<file path="config.mk">
export PLATFORM = sky130hd
export DESIGN_NAME = fcvt_sequencer_flat
export DESIGN_NICKNAME = d
export VERILOG_FILES = /design/src/rtl/fcvt_sequencer_if.sv /design/src/rtl/fcvt_sequencer.sv /design/src/flat_wrapper.sv
export SDC_FILE = /design/constraint.sdc
export NUM_CORES = 1
export LEC_CHECK = 0
export CORE_ASPECT_RATIO = 1.5
export CORE_MARGIN = 5
export CORE_UTILIZATION = 39
export CTS_CLUSTER_DIAMETER = 120
export CTS_CLUSTER_SIZE = 12
export DETAILED_ROUTE_END_ITERATION = 7
export GPL_TIMING_DRIVEN = 0
export PLACE_DENSITY = 0.86
export SYNTH_ARGS = -nofsm -noshare
export SYNTH_HDL_FRONTEND = slang
export SYNTH_SLANG_ARGS = --single-unit
</file>
<file path="constraint.sdc">
create_clock -name clk -period 2.6 [get_ports clk]
set_input_delay 0.78 -clock clk [delete_from_list [all_inputs] [get_ports clk]]
set_output_delay 0.78 -clock clk [all_outputs]
set_load 0.05 [all_outputs]
</file>
<file path="src/rtl/fcvt_sequencer_if.sv">
// Request, conversion-unit and response signals of the int<->float conversion sequencer.
interface fcvt_sequencer_if;
    logic        req_valid;
    logic [1:0]  req_op;
    logic [31:0] req_operand;
    logic [4:0]  req_rd;
    logic        req_ready;
    logic        flush;
    logic        conv_start;
    logic [1:0]  conv_op;
    logic [31:0] conv_operand;
    logic [31:0] conv_i2f_res;
    logic [31:0] conv_f2i_res;
    logic        rsp_valid;
    logic        rsp_ready;
    logic [31:0] rsp_data;
    logic [4:0]  rsp_rd;
    logic        busy;

    // Sequencer side.
    modport slave (
        input  req_valid, req_op, req_operand, req_rd, flush,
        input  conv_i2f_res, conv_f2i_res, rsp_ready,
        output req_ready, conv_start, conv_op, conv_operand,
        output rsp_valid, rsp_data, rsp_rd, busy
    );

    // Pipeline / conversion-unit side.
    modport master (
        output req_valid, req_op, req_operand, req_rd, flush,
        output conv_i2f_res, conv_f2i_res, rsp_ready,
        input  req_ready, conv_start, conv_op, conv_operand,
        input  rsp_valid, rsp_data, rsp_rd, busy
    );
endinterface

</file>
<file path="src/rtl/fcvt_sequencer.sv">
// Sequences one request at a time through the shared multi-cycle int<->float unit.
module fcvt_sequencer #(
    parameter int unsigned I2F_CYCLES = 32,
    parameter int unsigned F2I_CYCLES = 1,
    parameter int unsigned CNT_W      = 6
) (
    input  logic            clk,
    input  logic            rst,
    fcvt_sequencer_if.slave bus
);
    localparam logic [1:0] OP_I2F = 2'b01;
    localparam logic [1:0] OP_F2I = 2'b10;

    typedef enum logic [1:0] {IDLE, RUN, DONE} state_t;

    state_t           state;
    state_t           state_nxt;
    logic [CNT_W-1:0] cnt;
    logic [CNT_W-1:0] cnt_last;
    logic [1:0]       op_q;
    logic [31:0]      operand_q;
    logic [4:0]       rd_q;
    logic             ready;
    logic             legal;
    logic             accept;
    logic             last;

    // Handshake decode: ready only when idle or when the pending result is being consumed.
    always_comb begin
        ready    = ((state == IDLE) || ((state == DONE) && bus.rsp_ready)) && !bus.flush;
        legal    = (bus.req_op == OP_I2F) || (bus.req_op == OP_F2I);
        accept   = bus.req_valid && ready && legal;
        cnt_last = (op_q == OP_I2F) ? CNT_W'(I2F_CYCLES - 1) : CNT_W'(F2I_CYCLES - 1);
        last     = (state == RUN) && (cnt == cnt_last);
    end

    assign bus.req_ready    = ready;
    assign bus.conv_op      = op_q;
    assign bus.conv_operand = operand_q;

    // State register.
    always_ff @(posedge clk) begin
        if (rst) begin
            state <= IDLE;
        end else begin
            state <= state_nxt;
        end
    end

    // Next-state logic; flush overrides everything except reset.
    always_comb begin
        state_nxt = state;
        if (bus.flush) begin
            state_nxt = IDLE;
        end else begin
            case (state)
                IDLE: if (accept) state_nxt = RUN;
                RUN:  if (last)   state_nxt = DONE;
                DONE: begin
                    if (accept) begin
                        state_nxt = RUN;
                    end else if (bus.rsp_ready) begin
                        state_nxt = IDLE;
                    end
                end
                default: state_nxt = IDLE;
            endcase
        end
    end

    // Status outputs decoded from the state register.
    always_comb begin
        bus.busy      = (state != IDLE);
        bus.rsp_valid = (state == DONE);
    end

    // Operand hold, iteration counter, start pulse and result capture.
    always_ff @(posedge clk) begin
        if (rst) begin
            op_q           <= 2'b00;
            operand_q      <= 32'd0;
            rd_q           <= 5'd0;
            cnt            <= '0;
            bus.conv_start <= 1'b0;
            bus.rsp_data   <= 32'd0;
            bus.rsp_rd     <= 5'd0;
        end else begin
            bus.conv_start <= accept;
            if (accept) begin
                op_q      <= bus.req_op;
                operand_q <= bus.req_operand;
                rd_q      <= bus.req_rd;
                cnt       <= '0;
            end else if (bus.flush) begin
                cnt <= '0;
            end else if ((state == RUN) && !last) begin
                cnt <= cnt + CNT_W'(1);
            end
            if (last && !bus.flush) begin
                bus.rsp_data <= (op_q == OP_I2F) ? bus.conv_i2f_res : bus.conv_f2i_res;
                bus.rsp_rd   <= rd_q;
            end
        end
    end
endmodule

</file>
<file path="src/flat_wrapper.sv">
// flat-port wrapper written by rule: the top's interface ports become plain ports
module fcvt_sequencer_flat 
#(
    parameter int unsigned I2F_CYCLES = 32,
    parameter int unsigned F2I_CYCLES = 1,
    parameter int unsigned CNT_W      = 6
)
  (clk, rst, bus_req_valid, bus_req_op, bus_req_operand, bus_req_rd, bus_flush, bus_conv_i2f_res, bus_conv_f2i_res, bus_rsp_ready, bus_req_ready, bus_conv_start, bus_conv_op, bus_conv_operand, bus_rsp_valid, bus_rsp_data, bus_rsp_rd, bus_busy);
  fcvt_sequencer_if bus_i ();
  input  logic clk;
  input  logic rst;
  input wire logic [$bits(bus_i.req_valid)-1:0] bus_req_valid;
  input wire logic [$bits(bus_i.req_op)-1:0] bus_req_op;
  input wire logic [$bits(bus_i.req_operand)-1:0] bus_req_operand;
  input wire logic [$bits(bus_i.req_rd)-1:0] bus_req_rd;
  input wire logic [$bits(bus_i.flush)-1:0] bus_flush;
  input wire logic [$bits(bus_i.conv_i2f_res)-1:0] bus_conv_i2f_res;
  input wire logic [$bits(bus_i.conv_f2i_res)-1:0] bus_conv_f2i_res;
  input wire logic [$bits(bus_i.rsp_ready)-1:0] bus_rsp_ready;
  output wire logic [$bits(bus_i.req_ready)-1:0] bus_req_ready;
  output wire logic [$bits(bus_i.conv_start)-1:0] bus_conv_start;
  output wire logic [$bits(bus_i.conv_op)-1:0] bus_conv_op;
  output wire logic [$bits(bus_i.conv_operand)-1:0] bus_conv_operand;
  output wire logic [$bits(bus_i.rsp_valid)-1:0] bus_rsp_valid;
  output wire logic [$bits(bus_i.rsp_data)-1:0] bus_rsp_data;
  output wire logic [$bits(bus_i.rsp_rd)-1:0] bus_rsp_rd;
  output wire logic [$bits(bus_i.busy)-1:0] bus_busy;
  assign bus_i.req_valid = bus_req_valid;
  assign bus_i.req_op = bus_req_op;
  assign bus_i.req_operand = bus_req_operand;
  assign bus_i.req_rd = bus_req_rd;
  assign bus_i.flush = bus_flush;
  assign bus_i.conv_i2f_res = bus_conv_i2f_res;
  assign bus_i.conv_f2i_res = bus_conv_f2i_res;
  assign bus_i.rsp_ready = bus_rsp_ready;
  assign bus_req_ready = bus_i.req_ready;
  assign bus_conv_start = bus_i.conv_start;
  assign bus_conv_op = bus_i.conv_op;
  assign bus_conv_operand = bus_i.conv_operand;
  assign bus_rsp_valid = bus_i.rsp_valid;
  assign bus_rsp_data = bus_i.rsp_data;
  assign bus_rsp_rd = bus_i.rsp_rd;
  assign bus_busy = bus_i.busy;
  fcvt_sequencer #(.I2F_CYCLES(I2F_CYCLES), .F2I_CYCLES(F2I_CYCLES), .CNT_W(CNT_W)) u_core (.clk(clk), .rst(rst), .bus(bus_i));
endmodule
</file>
==> reports/qor.yml <==
power:
  switchingPower_mw: 0.7594
  p_comb_share_pct: 15.7
  leakagePower_nw: 1.914
  p_int_mw: 2.443
  p_seq_share_pct: 42.2
  vdd_drop_max_mv: 0.4458
  clkPwrFrac_pct: 42.0
  switching_share_pct: 23.71
  p_per_area_nw_per_um2: 569.1
global_route:
  grt_max_degree: 14
  grt-ovfl-total: 0
  grtUsageTotal_pct: 20.21
  grt_pass1_vias: 3552
  grt_pass1_wl_um: 16960
  antenna_found_initial: 0
timing:
  finalCritPeriodShare_pct: 97.12
  slew_violations: 0
  timing.fmax_mhz: 396.0
  post-route-min-period_ns: 2.525
  rsz0062_at_grt: "false"
  worstMarginPinSlew_ns: 0.7134
  clock_skew_ns: 0.004219
  slew_headroom_pct: 52.44
  hold_viol: 0
  setup_viol: 0
  hold_slack_ns: 0.4546
layout:
  antenna_cells: 0
  fillCellCount: 681
  nets: 685
  syn_to_final_growth_pct: 67.09
  layout.cells.non_filler: 687
  drive_gt1_share_pct: 4.310
yosys:
  syn-cell-area_um2: 3368
  netlist_instances: 384
  ys_seq_area_share_pct: 50.52
  synth_edf_count: 0
  synth_area_per_cell_um2: 8.771
  yosysTopAreaCellShare_pct: 50.52
  synth_ff_type: "dfxtp_1"
  post-synth-top-area-cell: "dfxtp_1"
  ys_types: 28
  yosysMostFrequentCell: "dfxtp_1"
  ys_async_sr_fraction_pct: 0
  ys_top_cells_by_count: "dfxtp_1, nand2_1, a21oi_1"
  syn-num-nets: 493
  yosysWarnings: 0
  ys_ff_latch: 85
  synth_area_leaders: "dfxtp_1, mux2i_1, nand2_1"
floorplanning:
  die_height_um: 123.8
  core_um2: 8413
  die_x_um: 85.88
  dieArea_um2: 10630
  rows: 41
  ioPinCount: 183
  start_util_pct: 40.04
routing:
  wl_per_cell_um: 15.96
  routed_wl_um: 10970
  dr.pass1.iters: 4
  vias_per_cell: 5.031
  ant_nets: 0
  drc: 0
  drtIter0Drc: 150
  num_vias: 3456
clock_network:
  clock_latency_ns: 0.33
  cts_num_sinks: 85
  post-cts-setup-buffers: 0
  clockRootBuffer: "clkbuf_16"
  cts.reportedPaths.clkPinSlew_ns: 0.06
  ctsHoldBuffers: 0
  cts_made_buffers: 9
  tritoncts: "yes"
  cts.htree.levels: 3
  clockBufferDepth: 2
worst_hold_path:
  whs_path_depth: 2
  hold_path.class: "flop to flop"
placement:
  dpl.cell_count: 672
  gp_congestion: 0.8279
  dp_hpwl_um: 8638
  io_buffers: 181
worst_setup_path:
  required_ns: 1.82
  slowest_stage: "clkdlybuf4s50_1"
  crit_chain: "clkdlybuf4s50_1 > nand2b_1 > and2_1 > buf_4"
  critical_path.top_delay_family: "buffers and inverters"
  crit_buf_inv: 2
  path_max_fanout: 3
  crit_cells: 4
  cpPeakStageDelay_ns: 0.45
  critPathLaunchType: "input pin"
  endpoint_kind: "output port"
  worstRegToRegCells: 7
  cp.arrival_ns: 1.75
  worstSetupPathType: "input pin to output port"
job:
  cap_violations: 0
status:
  status: "complete, no violations"
-- power by group through the flow --
stage          Sequential (mW)  Combinational, mW  Clock [mW]
2_1_floorplan             1.48              0.140           0
3_3_place_gp              1.38              0.497           0
3_5_place_dp              1.38              0.504           0
4_1_cts                   1.35              0.508        1.37
5_1_grt                   1.36              0.536        1.43
6_report                  1.35              0.504        1.35
-- timing repair --
item | in CTS | in global routing
pin swaps | 0 | 1
resized for setup | 7 | 3
endpoints found under the setup margin | 1 | 40
-- cells in the final DEF (no fill, tap or decap), types with 3 or more instances in the layout --
cell             count
dfxtp_1             85
nand2b_1             3
a21oi_1             45
buf_2                4
nand2_1             78
clkbuf_16            9
clkdlybuf4s50_1    179
nor2b_1              3
nor3_1               3
mux2i_1             38
or3_1                5
nor2_1              40
nand3_1              4
clkbuf_1            23
a211oi_1            33
o21ai_0              5
-- tightest hold or removal path: cells and delay by family (launching register included) --
family	cells	cell delay (ns)
AOI/OAI and AO/OA	1	0.05
and+or+nand+nor	1	0.05
DFF	1	0.31
-- metal layers --
layer  share of wire (%)  routed length, um  vias up  global-route usage [%]
met2                  50               5537      151                   37.64
met3                  10               1121       28                   7.942
met5                   0                  0        -                       0
met1                  37               4007     1568                   19.60
li1                    -                  -     1709                       -
met4                 2.7                301        0                   8.218
-- stage by stage --
stage	cell area (um2)	setup TNS (ns)	power [mW]	setup slack (ns)	utilization [%]
global placement	5314	-5.947	1.876	-0.6555	63.16
floorplan	3368	0	1.620	0.1127	-
detailed placement	5314	-7.009	1.886	-0.6789	63.16
CTS	5625	0	3.234	0.004275	66.87
finish	5628	0	3.203	0.07499	66.89
global route	5628	0	3.322	0.002722	66.89
-- cell families after synthesis --
group / count (synthesis) / synth area share (%)
flops: 85 / 50.52
compound gates: 86 / 16.09
mux: 38 / 11.29
buf+inv: 29 / 3.492
fa+ha+maj: 1 / 0.3714
xor+xnor: 1 / 0.2601
simple gates: 144 / 17.98
-- path summary, 6_finish.rpt --
check	startpoint	endpoint	slack, ns
hold reg to reg	u_core.bus.conv_operand[10]	u_core.bus.conv_operand[10]	0.45
setup / recovery	bus_rsp_ready	bus_req_ready	0.07
setup reg to reg	u_core.bus.conv_op[0]	u_core.bus.rsp_data[30]	0.19
hold / removal	u_core.bus.conv_operand[10]	u_core.bus.conv_operand[10]	0.45
-- flip-flops by register name (all words and copies together) (netlist names) --
signal and cells:
u_core.bus.conv_operand 32, u_core.bus.rsp_data 32, u_core.cnt 6, u_core.bus.rsp_rd 5
u_core.rd_q 5, u_core.bus.conv_op 2, u_core.state 2, u_core.bus.conv_start 1
-- area by class of cell --
cell class,instances,area (um2),area share (%)
repair buffers,181,1808,32.13
flip-flops and latches,85,1702,30.24
multi-input cells,270,1549,27.52
clock buffers,11,242.7,4.313
well taps,107,133.9,2.379
plain buffers,29,120.1,2.134
clock inverters,4,72.57,1.289
Note: power is estimated with default switching activity, not from simulation.
